<file path="config.mk">
export PLATFORM = sky130hd
export DESIGN_NAME = avr_fetch_unit
export DESIGN_NICKNAME = d
export VERILOG_FILES = /design/src/rtl/avr_fetch_unit.sv
export SDC_FILE = /design/constraint.sdc
export NUM_CORES = 1
export LEC_CHECK = 0
export CELL_PAD_IN_SITES_DETAIL_PLACEMENT = 0
export CELL_PAD_IN_SITES_GLOBAL_PLACEMENT = 1
export CORE_MARGIN = 1.5
export CORE_UTILIZATION = 30
export DETAILED_ROUTE_END_ITERATION = 8
export HOLD_SLACK_MARGIN = 0.02
export PLACE_DENSITY = 0.69
export SYNTH_ARGS = -nofsm -noshare
export SYNTH_HDL_FRONTEND = slang
export SYNTH_SLANG_ARGS = --single-unit
</file>
<file path="constraint.sdc">
create_clock -name clk -period 2.5 [get_ports clk]
set_input_delay 0.5 -clock clk [delete_from_list [all_inputs] [get_ports clk]]
set_output_delay 0.5 -clock clk [all_outputs]
set_load 0.005 [all_outputs]
</file>
<file path="src/rtl/avr_fetch_unit.sv">
// Instruction prefetch queue between AVR program flash (1-cycle read latency) and the core.
// Optional build macro: AVR_FETCH_BYTESWAP_EN swaps the bytes of each flash word before queuing.
module avr_fetch_unit #(
    parameter int ADDR_W = 14,
    parameter int DEPTH  = 4
) (
    input  logic              clk,
    input  logic              rst_n,
    output logic [ADDR_W-1:0] flash_addr,
    output logic              flash_rd,
    input  logic [15:0]       flash_data,
    input  logic              redirect,
    input  logic [15:0]       redirect_pc,
    output logic              instr_valid,
    output logic [15:0]       instr_word,
    output logic [15:0]       instr_next,
    output logic              instr_next_valid,
    output logic [15:0]       instr_pc,
    input  logic              consume,
    input  logic              consume_two
);

    localparam int PTR_W = $clog2(DEPTH);
    localparam int CNT_W = PTR_W + 1;
    localparam int OCC_W = CNT_W + 1;

    typedef enum logic [0:0] {
        ST_STREAM = 1'b0,
        ST_FLUSH  = 1'b1
    } state_t;

    function automatic logic [15:0] swap_bytes(input logic [15:0] w);
        return {w[7:0], w[15:8]};
    endfunction

    state_t              state_r, state_next_s;
    logic [ADDR_W-1:0]   fetch_pc_r;
    logic [ADDR_W-1:0]   resp_pc_r;
    logic                inflight_r;
    logic [PTR_W-1:0]    head_r, tail_r, next_ptr_s, pop_ptr_s;
    logic [CNT_W-1:0]    count_r;
    logic [OCC_W-1:0]    occ_s;
    logic [15:0]         q_word_r [DEPTH];
    logic [ADDR_W-1:0]   q_pc_r   [DEPTH];
    logic                issue_s, push_s;
    logic [1:0]          pop_cnt_s;
    logic [15:0]         store_word_s;

`ifdef AVR_FETCH_BYTESWAP_EN
    assign store_word_s = swap_bytes(flash_data);
`else
    assign store_word_s = flash_data;
`endif

    // Issue, push and pop decisions; redirect overrides everything this cycle.
    always_comb begin
        issue_s   = 1'b0;
        push_s    = 1'b0;
        pop_cnt_s = 2'd0;
        occ_s     = OCC_W'(count_r) + OCC_W'(inflight_r);
        if (rst_n && !redirect && (occ_s < OCC_W'(DEPTH))) begin
            issue_s = 1'b1;
        end else begin
            issue_s = 1'b0;
        end
        if (inflight_r && !redirect) begin
            push_s = 1'b1;
        end else begin
            push_s = 1'b0;
        end
        if (!redirect && consume) begin
            if (consume_two) begin
                pop_cnt_s = instr_next_valid ? 2'd2 : 2'd0;
            end else begin
                pop_cnt_s = instr_valid ? 2'd1 : 2'd0;
            end
        end else begin
            pop_cnt_s = 2'd0;
        end
        pop_ptr_s  = PTR_W'(pop_cnt_s);
        next_ptr_s = head_r + PTR_W'(1);
    end

    // Next-state logic: a redirect always lands in FLUSH, FLUSH lasts one cycle.
    always_comb begin
        state_next_s = state_r;
        case (state_r)
            ST_STREAM: state_next_s = redirect ? ST_FLUSH : ST_STREAM;
            ST_FLUSH:  state_next_s = redirect ? ST_FLUSH : ST_STREAM;
            default:   state_next_s = ST_STREAM;
        endcase
    end

    // State register.
    always_ff @(posedge clk or negedge rst_n) begin
        if (!rst_n) begin
            state_r <= ST_STREAM;
        end else begin
            state_r <= state_next_s;
        end
    end

    // Fetch PC, in-flight tracking and queue pointers.
    always_ff @(posedge clk or negedge rst_n) begin
        if (!rst_n) begin
            fetch_pc_r <= '0;
            resp_pc_r  <= '0;
            inflight_r <= 1'b0;
            head_r     <= '0;
            tail_r     <= '0;
            count_r    <= '0;
        end else if (redirect) begin
            // The response arriving this cycle belongs to the old stream and is dropped.
            fetch_pc_r <= redirect_pc[ADDR_W-1:0];
            inflight_r <= 1'b0;
            head_r     <= '0;
            tail_r     <= '0;
            count_r    <= '0;
        end else begin
            if (issue_s) begin
                fetch_pc_r <= fetch_pc_r + ADDR_W'(1);
                resp_pc_r  <= fetch_pc_r;
            end
            inflight_r <= issue_s;
            if (push_s) begin
                tail_r <= tail_r + PTR_W'(1);
            end
            head_r  <= head_r + pop_ptr_s;
            count_r <= count_r + CNT_W'(push_s) - CNT_W'(pop_cnt_s);
        end
    end

    // Queue storage: word and its PC written at the tail on each accepted response.
    always_ff @(posedge clk or negedge rst_n) begin
        if (!rst_n) begin
            for (int i = 0; i < DEPTH; i++) begin
                q_word_r[i] <= 16'h0000;
                q_pc_r[i]   <= '0;
            end
        end else if (push_s) begin
            q_word_r[tail_r] <= store_word_s;
            q_pc_r[tail_r]   <= resp_pc_r;
        end
    end

    assign flash_rd   = issue_s;
    assign flash_addr = fetch_pc_r;

    // Head/next views of the queue, forced to zero when the entry is absent.
    always_comb begin
        instr_valid      = (count_r != CNT_W'(0));
        instr_next_valid = (count_r >= CNT_W'(2));
        instr_word       = 16'h0000;
        instr_next       = 16'h0000;
        instr_pc         = 16'h0000;
        if (instr_valid) begin
            instr_word = q_word_r[head_r];
            instr_pc   = 16'(q_pc_r[head_r]);
        end else begin
            instr_word = 16'h0000;
            instr_pc   = 16'h0000;
        end
        if (instr_next_valid) begin
            instr_next = q_word_r[next_ptr_s];
        end else begin
            instr_next = 16'h0000;
        end
    end

endmodule

</file>
==> results of run 1 <==
==> worst max-delay path, cell delays in order, from the launching register on <==
cell     delay (ps)
dfrtp_4         590
buf_12          160
buf_6            90
mux4_2          480
and2b_2         230
buf_6           120
==> synth_stat cells, types with 6 or more instances <==
master    count
clkbuf_1      7
and2_1       19
ha_1          9
nor2_1        9
mux4_2       46
nand4_1       8
xnor2_1       6
buf_2         7
inv_1         8
dfrtp_1     156
nor2b_1      29
buf_4         7
mux2_2      135
xor2_1        8
buf_6        13
nand2_1      17
o21ai_0      12
==> logic make-up (layout without fill, tap and decap cells) <==
| family | after synthesis | count (layout) | synth area share (%) |
|---|---|---|---|
| multiplexers | 184 | 184 | 33.08 |
| flip-flops | 156 | 156 | 49.93 |
| AND/OR/NAND/NOR | 112 | 112 | 8.802 |
| buffers and inverters | 42 | 191 | 3.713 |
| AO/OA/AOI/OAI | 17 | 17 | 1.168 |
| XOR/XNOR | 14 | 14 | 1.568 |
| adder cells (fa/ha/maj) | 10 | 10 | 1.696 |
| other | 1 | 2 | 0.04796 |
==> layout make-up <==
cell class              instances  share of cell area (%)
multi-input cells             339                   37.00
flip-flops and latches        156                   37.78
inverters                       8                  0.2901
clock inverters                 6                   1.318
repair buffers                152                   15.03
clock buffers                  25                   4.594
well taps                     330                   3.989
==> layer usage <==
layer	track usage (%)	vias up
met3	3.717	20
met5	0	-
met2	25.74	141
met1	19.60	2642
li1	-	2233
met4	4.832	0
==> where the power goes <==
| part | internal (mW) | switching (mW) | total [mW] |
|---|---|---|---|
| clock | 1.72 | 0.963 | 2.68 |
| sequential | 3.26 | 0.603 | 3.86 |
| combinational | 1.99 | 1.12 | 3.11 |
==> state kept, by name, summed over array words and instances, names as in the netlist <==
signal      flops
tail_r          2
q_pc_r         56
flash_addr     14
q_word_r       64
resp_pc_r      14
head_r          2
inflight_r      1
count_r         3
==> worst paths after layout <==
path | startpoint | slack [ps] | cells past startpoint | endpoint
max reg2reg | count_r[1]$_DFF_PN0_ | 190 | 11 | count_r[2]$_DFF_PN0_
max | head_r[0]$_DFF_PN0_ | -90 | 5 | instr_pc[10]
min reg2reg | q_pc_r[16]$_DFFE_PN0P_ | 500 | 1 | q_pc_r[16]$_DFFE_PN0P_
min | rst_n | 290 | 2 | q_word_r[63]$_DFFE_PN0P_
min in group clk | q_pc_r[16]$_DFFE_PN0P_ | 500 | 1 | q_pc_r[16]$_DFFE_PN0P_
max in group asynchronous | rst_n | 1600 | 2 | head_r[0]$_DFF_PN0_
==> timing repair <==
item,CTS,global route
buffers inserted,28,3
pin swaps,1,1
cloned,4,0
endpoints found under the setup margin,47,51
hold buffers,0,0
gates resized for setup,246,31
==> results.md, run 1 <==
* Synth warn at 0
* Latest clock arrival within the worst-skew pair at 430 ps
* Post-Syn Area at 7819 µm²
* Critical path required time at 2000 ps
* WL final at 19.35 mm
* Fmax at 386.4 MHz
* Fraction of registers with async set/reset at 100.0%
* Tightest Pin Transition at 805.9 ps
* M1 WL at 8.528 mm
* Final Setup Violations at 31
* Ports at 102
* EDFF count, synth at 0
* Tot Pwr at 9.656 mW
* Total GRT Usage at 15.36%
* Yosys cell types at 41
* Pre-CTS WS at -170.5 ps
* Setup tns final at -1030 ps
* Most common cell after layout, fill and taps aside: dfrtp_1
* Worst Skew at 8.594 ps
* WL met3 at 1.028 mm
* Fill cells at 2340
* Largest net degree at the start of global routing at 157
* Die H at 164.4 µm
* Synth Flop Type: dfrtp_1
* CTS tree: yes
* Vias/cell at 4.957
* CP max FO at 8
* Final hold violations at 0
* Mapped Avg Cell Area at 14.59 µm²
* Metal2 WL at 9.524 mm
* Routed WL per cell at 19.04 µm
* RSZ-0062 raised after global routing: true
* Highest metal used: met4
* First-pass GRT wire length at 31.17 mm
* Leak at 4.615 nW
* Die area at 27040 µm²
* Initial core utilization at 30.78%
* Dpl hpwl at 12.03 mm
* Clock sinks at 156
* GRT Residual Overflow at 0
* Min-Delay Path Class: in -> async
* Failing checks: setup timing
* Num CTS Buffers at 17
* Worst setup slack after layout at -88.25 ps
* Design area at 10350 µm²
* Port buffer count at 97
* Clock Tree Buf Depth at 2
* Register area at 3910 µm²
* Layout area overhead at 32.37%
* Worst path arrival time at 2090 ps
* FF+latch count, synth at 156
* CTS root buf: clkbuf_16
* Leading post-synthesis cells by cell area: dfrtp_1 50%, mux2_2 19%, mux4_2 13%
* Final Critical Period at 2588 ps
* Yosys top cell by area: dfrtp_1
* Finished Layout Cells at 1016
* Cell Rows at 58
* Drt pass-1 iters at 4
* Sequential share of the synthesized area at 49.93%
* Multi-input gate area at 3830 µm²
* Hold slack at 285.7 ps
* Setup crit start kind: flip-flop
* Power density cells at 932.9 nW/µm²
* Vias in the first global route at 5544
* Core area at 25400 µm²
* Post-route ant nets at 0
* Iter 0 DRT Violations at 257
* Commonest cells after routing, fill and taps aside: 153 x dfrtp_1, 135 x mux2_2, 49 x clkdlybuf4s50_1, 46 x mux4_2, 37 x buf_6
* Via count at 5036
* Synth top area share at 49.93%
* Final Slew Violations at 0
* Max-cap viol count at 0
* Share of layout cells above drive strength 1 at 52.04%
* Clock slew at reported path FFs at 60 ps
* Gp weighted congestion at 0.7719
* Final period util at 103.5%
* Cells after Synth at 536
* Chip Width at 164.4 µm
* Initial antenna violation count at 0
* Critical path type: reg -> out
* Critical path capture point type: primary output
* Final nets at 721
* Fin util at 40.75%
* Cell count after placement at 952
* H-tree depth at 4
* Drc violations at 0
* Antenna cells at 0
* Status: finished, violations left
* DP Area at 9243 µm²
* Maximum VDD drop at 0.0004391 V
* Slew Limit Headroom at 46.27%
Power figures use the tool's default switching activity.
==> inputs of run 2 (changes only) <==
--- a/config.mk
+++ b/config.mk
@@ -10,7 +10,7 @@
 export CORE_MARGIN = 1.5
 export CORE_UTILIZATION = 30
 export DETAILED_ROUTE_END_ITERATION = 8
-export HOLD_SLACK_MARGIN = 0.02
+export HOLD_SLACK_MARGIN = 0.08
 export PLACE_DENSITY = 0.69
 export SYNTH_ARGS = -nofsm -noshare
 export SYNTH_HDL_FRONTEND = slang
==> results of run 2 <==
The final DEF is identical to that of run 1; final timing and power are the same.
